## src/rtl/anton_neopixel_stream_sequencer.sv

```systemverilog
// NeoPixel stream sequencer: walks the pixel buffer one byte at a time and
// feeds the bit encoder MSB first, then holds the line low for the LATCH
// period and pulses streamSyncOf so the register block can clear or keep run.
module anton_neopixel_stream_sequencer #(
    parameter  int BUFFER_END   = 7,
    parameter  int RESET_CYCLES = 2500,
    localparam int BUFFER_BITS  = (BUFFER_END > 0) ? $clog2(BUFFER_END + 1) : 1
) (
    input  logic                   busClk,
    input  logic                   busReset,
    input  logic                   regCtrlRun,
    input  logic                   regCtrlLimit,
    input  logic                   regCtrl32bit,
    input  logic [12:0]            regMax,
    input  logic [7:0]             pixelByte,
    input  logic                   bitReady,
    output logic [BUFFER_BITS-1:0] byteAddr,
    output logic                   bitValid,
    output logic                   bitValue,
    output logic                   state,
    output logic                   streamSyncOf
);

    // Latch counter only has to hold RESET_CYCLES-1.
    localparam int                  CNT_BITS  = (RESET_CYCLES > 1) ? $clog2(RESET_CYCLES) : 1;
    localparam logic [CNT_BITS-1:0] CNT_LOAD  = CNT_BITS'(RESET_CYCLES - 1);
    localparam logic [13:0]         BUF_END_W = 14'(BUFFER_END);

    typedef enum logic [1:0] {
        ST_IDLE  = 2'd0,
        ST_DATA  = 2'd1,
        ST_LATCH = 2'd2
    } fsm_t;

    fsm_t                   fsm_q, fsm_d;
    logic [BUFFER_BITS-1:0] addr_q, addr_d;
    logic [2:0]             bit_idx_q, bit_idx_d;
    logic [CNT_BITS-1:0]    cnt_q, cnt_d;
    logic                   mode32_q, mode32_d;
    logic                   limit_q, limit_d;
    logic                   sync_q, sync_d;

    logic [13:0]            addr_wide;
    logic [13:0]            next_addr;
    logic [13:0]            end_addr;
    logic                   last_byte;
    logic                   handshake;

    // Address arithmetic, 14 bits wide so the increment can never wrap.
    always_comb begin
        addr_wide = 14'(addr_q);
        // In 32-bit mode the byte at offset 3 of each pixel is skipped.
        if (mode32_q && (addr_wide[1:0] == 2'd2)) begin
            next_addr = addr_wide + 14'd2;
        end else begin
            next_addr = addr_wide + 14'd1;
        end
        if (limit_q && ({1'b0, regMax} < BUF_END_W)) begin
            end_addr = {1'b0, regMax};
        end else begin
            end_addr = BUF_END_W;
        end
        last_byte = (next_addr > end_addr);
    end

    assign handshake = (fsm_q == ST_DATA) && bitReady;

    // State register and all sequencing registers.
    always_ff @(posedge busClk) begin
        if (busReset) begin
            fsm_q     <= ST_IDLE;
            addr_q    <= '0;
            bit_idx_q <= 3'd7;
            cnt_q     <= '0;
            mode32_q  <= 1'b0;
            limit_q   <= 1'b0;
            sync_q    <= 1'b0;
        end else begin
            fsm_q     <= fsm_d;
            addr_q    <= addr_d;
            bit_idx_q <= bit_idx_d;
            cnt_q     <= cnt_d;
            mode32_q  <= mode32_d;
            limit_q   <= limit_d;
            sync_q    <= sync_d;
        end
    end

    // Next-state logic: frame start, bit/byte stepping, abort and latch timing.
    always_comb begin
        fsm_d     = fsm_q;
        addr_d    = addr_q;
        bit_idx_d = bit_idx_q;
        cnt_d     = cnt_q;
        mode32_d  = mode32_q;
        limit_d   = limit_q;
        sync_d    = 1'b0;

        case (fsm_q)
            ST_IDLE: begin
                // Run is ignored during the sync cycle: the register block
                // updates it on that same edge.
                if (regCtrlRun && !sync_q) begin
                    mode32_d  = regCtrl32bit;
                    limit_d   = regCtrlLimit;
                    addr_d    = '0;
                    bit_idx_d = 3'd7;
                    fsm_d     = ST_DATA;
                end
            end

            ST_DATA: begin
                if (handshake) begin
                    if (bit_idx_q != 3'd0) begin
                        bit_idx_d = bit_idx_q - 3'd1;
                    end else begin
                        bit_idx_d = 3'd7;
                    end
                end
                // Abort takes priority over address advance; a same-cycle
                // handshake still consumes its bit.
                if (!regCtrlRun) begin
                    fsm_d = ST_LATCH;
                    cnt_d = CNT_LOAD;
                end else if (handshake && (bit_idx_q == 3'd0)) begin
                    if (last_byte) begin
                        fsm_d = ST_LATCH;
                        cnt_d = CNT_LOAD;
                    end else begin
                        addr_d = next_addr[BUFFER_BITS-1:0];
                    end
                end
            end

            ST_LATCH: begin
                if (cnt_q == '0) begin
                    fsm_d  = ST_IDLE;
                    sync_d = 1'b1;
                end else begin
                    cnt_d = cnt_q - CNT_BITS'(1);
                end
            end

            default: begin
                fsm_d = ST_IDLE;
            end
        endcase
    end

    assign byteAddr     = addr_q;
    assign bitValid     = (fsm_q == ST_DATA);
    assign bitValue     = (fsm_q == ST_DATA) && pixelByte[bit_idx_q];
    assign state        = (fsm_q == ST_LATCH);
    assign streamSyncOf = sync_q;

endmodule

```

## config.mk

```make
export PLATFORM = sky130hd
export DESIGN_NAME = anton_neopixel_stream_sequencer
export DESIGN_NICKNAME = d
export VERILOG_FILES = /design/src/rtl/anton_neopixel_stream_sequencer.sv
export SDC_FILE = /design/constraint.sdc
export NUM_CORES = 1
export LEC_CHECK = 0
export BUFFER_PORTS_ARGS = -buffer_cell sky130_fd_sc_hd__buf_2
export CORE_UTILIZATION = 48
export DETAILED_ROUTE_END_ITERATION = 6
export PLACE_DENSITY = 0.84
export SYNTH_ARGS = -nofsm -noshare
export SYNTH_HDL_FRONTEND = slang
export SYNTH_SLANG_ARGS = --single-unit
```

## constraint.sdc

```tcl
create_clock -name busClk -period 2.8 [get_ports busClk]
set_clock_uncertainty 0.05 [all_clocks]
set_input_delay 0.14 -clock busClk [delete_from_list [all_inputs] [get_ports busClk]]
set_output_delay 0.14 -clock busClk [all_outputs]
set_load 0.05 [all_outputs]
```

---- Word level (Yosys, flattened, before mapping) ----
Cells that the tools add are included.
word-level totals
  register bits ........................... 23
  input bits .............................. 27
  output and inout bits ................... 7
  logic and storage cells ................. 71
operators by class
  add/subtract/negate cells ............... 4
  order comparisons ....................... 3
  eq/ne operators ......................... 12
  mux-type cells .......................... 25
  bitwise gates (word level) .............. 1
  reductions and logical operators ........ 19
operator list
  cell                     number
  $mux W12                 4
  $pmux W12 S2             1
  $mux W3                  7
  $gt A14 B14 Y1           1
  $lt A13 B3 Y1 const B    1
  $mux W13                 1
  $logic_not A12 Y1        1
  $pmux W3 S2              2
  $sub A12 B1 Y12 const B  1
  $mux W2                  5
  $ne A2 B2 Y1 const B     4
  $reduce_and A4 Y1        2
  $logic_and A1 B1 Y1      6
  $ne A2 B1 Y1 const B     3
  $ne A3 B2 Y1 const B     2
  $pmux W2 S3              1
  $reduce_and A5 Y1        1
  $add A3 B1 Y4 const B    1
  $add A3 B2 Y4 const B    1
  $eq A2 B2 Y1 const B     2
  $lt A3 B4 Y1 const B     1
  $mux W4                  1
  $reduce_bool A2 Y1       2
  $bmux W1 S3              1
  other kinds (11)         12

---- Logic depth before layout (Yosys ltp) ----
  depth in word-level cells ............... 8
  depth in mapped cells ................... 12
  gate-level depth less buffers ........... 11

---- Worst setup path before layout ----
OpenSTA, ideal clock, no wires.
  path type ............................... register -> register
  start point ............................. reg addr_q[0], in the netlist byteAddr[0]
  end point ............................... reg cnt_q[8]
  setup time .............................. 95 ps
  data arrival time ....................... 3011 ps
  required time ........................... 2655 ps
  slack ................................... -356 ps
  cell stages (with the launch flop) ...... 13
  path buffers ............................ 1
  period minus slack after synthesis ...... 3156 ps
  path through ............................ dfxtp_1 inv_1 ha_1 nand2_1 mux2i_1 ha_1 nor2b_1 o211ai_1 a21oi_1 a21oi_1 clkbuf_1 nor3_1 a221oi_1
between the ends
  word-level cells in the longest chain between the ends .. 6
  elaborated cells between the ends (all ways) .. 8
  classes of those cells .................. 2 x add/sub; 1 x order compare; 2 x eq/ne; 1 x mux; 2 x reduce/logical
ends and longest elaborated chain
  item                                                                   line  RTL
  start: declaration                                                     36    logic [BUFFER_BITS-1:0] addr_q, addr_d;
  start signal: assignment                                               80    addr_q <= addr_d;
  parallel branches: the longest is 2 deep, another holds $add A3 B1 Y4  n/a
  $mux W4 *                                                              53    if (mode32_q && (addr_wide[1:0] == 2'd2)) begin
  $gt A14 B14 Y1 *                                                       63    last_byte = (next_addr > end_addr);
  $ne A3 B2 Y1 (no line) *                                               n/a
  $reduce_and A4 Y1 (no line) *                                          n/a
  end signal: assignment                                                 82    cnt_q <= cnt_d;
  end: declaration                                                       38    logic [CNT_BITS-1:0] cnt_q, cnt_d;
Mark *: on every way between the ends.
A chain may end at the register's enable or synchronous reset.

---- Worst setup path after layout ----
  start point ............................. reg addr_q[0], in the netlist byteAddr[0]
  end point ............................... reg addr_q[1], in the netlist byteAddr[1]
between the ends
  word-level cells in the longest chain between the ends .. 7
  elaborated cells between the ends (all ways) .. 12
  classes of those cells .................. 2 x add/sub; 1 x order compare; 2 x eq/ne; 5 x mux; 2 x reduce/logical
ends and longest elaborated chain
  item                                                                    line
  parallel branches: the longest is 2 deep, another holds $add A3 B1 Y4   n/a
  $mux W4 *                                                               53
  parallel branches: the longest is 4 deep, another holds $gt A14 B14 Y1  n/a
Mark *: on every way between the ends. The select of a mux whose other input is x is not followed.

==> impl_metrics.env <==
export IMPL_antenna_found_initial=0
export IMPL_clk_path_buf_depth=2
export IMPL_hp_class="in2reg"
export IMPL_fp_coreArea_sq_mm=0.00283
export IMPL_first_pass_iters=6
export IMPL_synth_main_ff_cell="dfxtp_1"
export IMPL_die_area_sq_mm=0.00328
export IMPL_ant_nets=0
export IMPL_io_pin_count=34
export IMPL_cts_htree_levels=1
export IMPL_via_per_inst=5.90
export IMPL_grt_pass1_vias=1355
export IMPL_synth_warnings=0
export IMPL_netlist_area_leader_share_pct=31.4
export IMPL_post_route_cell_area_sq_mm=0.00179
export IMPL_clkSinkCount=23
export IMPL_portBuffers=33
export IMPL_worst_setup_path_type="reg2reg"
export IMPL_synth_area_leader_cell="dfxtp_1"
export IMPL_worstSetupStartpointType="flip-flop"
export IMPL_routed_wl_mm=3.57
export IMPL_dpl_worst_slack_ns=0.0404
export IMPL_layout_nets=246
export IMPL_tns_ns=0
export IMPL_cp_required_ns=2.97
export IMPL_cp_data_arrival_time_ns=2.83
export IMPL_drv_slew=0
export IMPL_synth_fp_nets=206
export IMPL_n_antenna_cell=0
export IMPL_die_w_microns=57.3
export IMPL_fin_crit_sh_pct=95.1
export IMPL_p_per_area_mw_per_mm2=564
export IMPL_place_gp_congestion=0.848
export IMPL_syn_instance_count=169
export IMPL_drc=3
export IMPL_die_y_microns=57.3
export IMPL_worst_slack_ns=0.138
export IMPL_hold_violations=0
export IMPL_yosys_register_bits=23
export IMPL_drv_cap=0
export IMPL_grt_pass1_wl_mm=5.97
export IMPL_vdd_ir_drop_max_uv=394
export IMPL_synth_edf_count=0
export IMPL_cp_end_kind="flip-flop"
export IMPL_synth_area_top_cells="dfxtp_1 31%, ha_1 8.5%, a21oi_1 5.1%"
export IMPL_critPathMaxFanout=5
export IMPL_status="finished with violations"
export IMPL_vias=1410
export IMPL_initial_core_util_pct=51.9
export IMPL_violations="design-rule violations"
export IMPL_setup_viol=0
export IMPL_cellLeakagePower_nw=0.836
export IMPL_seq_area_frac_synth_pct=31.4
export IMPL_syn_to_final_growth_pct=21.8
export IMPL_synth_most_common_cell="dfxtp_1"
export IMPL_clock_latency_ns=0.32
export IMPL_place_area_sq_mm=0.00170
export IMPL_syn_area_sq_mm=0.00147
export IMPL_path_clk_slew_ns=0.13
export IMPL_num_rows=19
export IMPL_dp_hpwl_mm=2.64
export IMPL_nFillCells=256
export IMPL_synth_common_cells="23 x dfxtp_1, 15 x a21oi_1, 14 x nor2_1"
export IMPL_cts_buffers=3
export IMPL_drt_initial_drc_count=78
export IMPL_syn_area_per_cell_sq_um=8.68
export IMPL_period_minus_slack_ns=2.66
export IMPL_wl_per_cell_microns=15.0
export IMPL_clock_fmax_mhz=376
export IMPL_track_usage_pct=23.5
export IMPL_cts_tree="done"
export IMPL_rsz0062_at_grt="no"
export IMPL_async_reset_ff_share_pct=0
export IMPL_synth_cell_types=44
export IMPL_root_buffer="clkbuf_4"
export IMPL_grt_max_degree=20
export IMPL_drive_above_1_share_pct=32.2
export IMPL_overflow=0
==> report_power, final <==
part           internal, W  total, W  switching (W)  leakage, nW
Sequential        0.000376  0.000418      0.0000421        0.189
Combinational     0.000187  0.000427       0.000240        0.629
Clock            0.0000536  0.000163       0.000109       0.0177
Total             0.000617   0.00101       0.000391        0.836
==> state kept, by name, summed over array words and instances (netlist names) <==
register,flops
mode32_q,1
bit_idx_q,3
streamSyncOf,1
limit_q,1
fsm_q,2
cnt_q,12
byteAddr,3
==> per-stage QoR <==
stage | util (%) | instances | hold WS, ns | power, W
CTS | 61.6 | 239 | 0.00575 | 0.00100
floorplan | - | 169 | 0.234 | 0.000741
detailed placement | 60.2 | 234 | 0.340 | 0.000840
global route | 63.2 | 239 | 0.0203 | 0.00108
finish | 63.2 | 239 | 0.0000404 | 0.00101
global placement | 60.2 | 234 | 0.320 | 0.000827
==> metal layers <==
layer	track usage, %	wire length [microns]	up-vias
li1	-	-	709
met5	0	0	-
met2	40.3	1780	31
met3	3.17	111	6
met1	29.6	1630	664
met4	9.76	55	0
==> worst paths after layout <==
kind,start,endpoint,slack [ns],depth (start not counted)
max reg2reg,byteAddr[0]$_SDFFE_PP0P_,byteAddr[1]$_SDFFE_PP0P_,0.14,13
min,regCtrl32bit,mode32_q$_SDFFE_PP0P_,0.00004,3
max,byteAddr[0]$_SDFFE_PP0P_,byteAddr[1]$_SDFFE_PP0P_,0.14,13
min reg2reg,cnt_q[4]$_SDFFE_PP0P_,cnt_q[4]$_SDFFE_PP0P_,0.44,2
==> cell usage in the layout (no fill, tap or decap), types with 2 or more instances in the layout <==
cell type  synthesis  routed
a21oi_1           15      12
a21oi_2            0       3
a311oi_1           2       2
a31oi_1            3       3
and2_1             2       2
buf_2              1      33
buf_4              1       9
clkbuf_4           0       3
dfxtp_1           23      20
dfxtp_2            0       3
ha_1              10       9
inv_1              6       6
mux2i_1            6       5
mux4_2             2       2
nand2_1            8       7
nand2b_1           8       8
nand3_1            3       3
nor2_1            14      14
nor2b_1            4       4
nor3_1             4       4
nor4_1             3       3
o21ai_0            4       4
o22ai_1            2       2
o31ai_1            8       8
or2_2              2       2
or3_1              5       5
or4_1              8       8
==> critical path: stages, from the launching register on <==
cell	delay (ns)
dfxtp_2	0.35
inv_1	0.05
ha_2	0.20
nand2_4	0.10
mux2i_2	0.24
ha_1	0.27
nor2b_1	0.13
o211ai_1	0.21
a21oi_2	0.10
buf_4	0.16
o41ai_4	0.28
buf_4	0.19
mux2i_1	0.19
nor2_1	0.05
==> cell type report <==
cell class                      count  area [sq um]  area share, %
Timing Repair Buffer               43           243           13.6
Inverter                            7          38.8           2.17
Multi-Input combinational cell    131           976           54.6
Sequential cell                    23           464           26.0
Tap cell                           31          38.8           2.17
Clock inverter                      1          5.00          0.280
Clock buffer                        3          22.5           1.26
==> cell families (layout without fill, tap and decap cells) <==
group           count (synthesis)  after routing  share of synthesized area, %
mux                             8              8                          7.16
compound gates                 42             42                          18.6
xor+xnor                        2              2                          1.19
simple gates                   68             68                          26.9
flops                          23             23                          31.4
buf+inv                        15             54                          6.05
other cells                     1              1                         0.256
fa+ha+maj                      10             10                          8.53
==> timing repair <==
action,in CTS,in global routing
hold buffers,1,0
endpoints found under the setup margin,0,8
buffers inserted,0,0
resized for setup,0,9
hold endpoints to repair,1,0
Note: power is estimated with default switching activity, not from simulation.
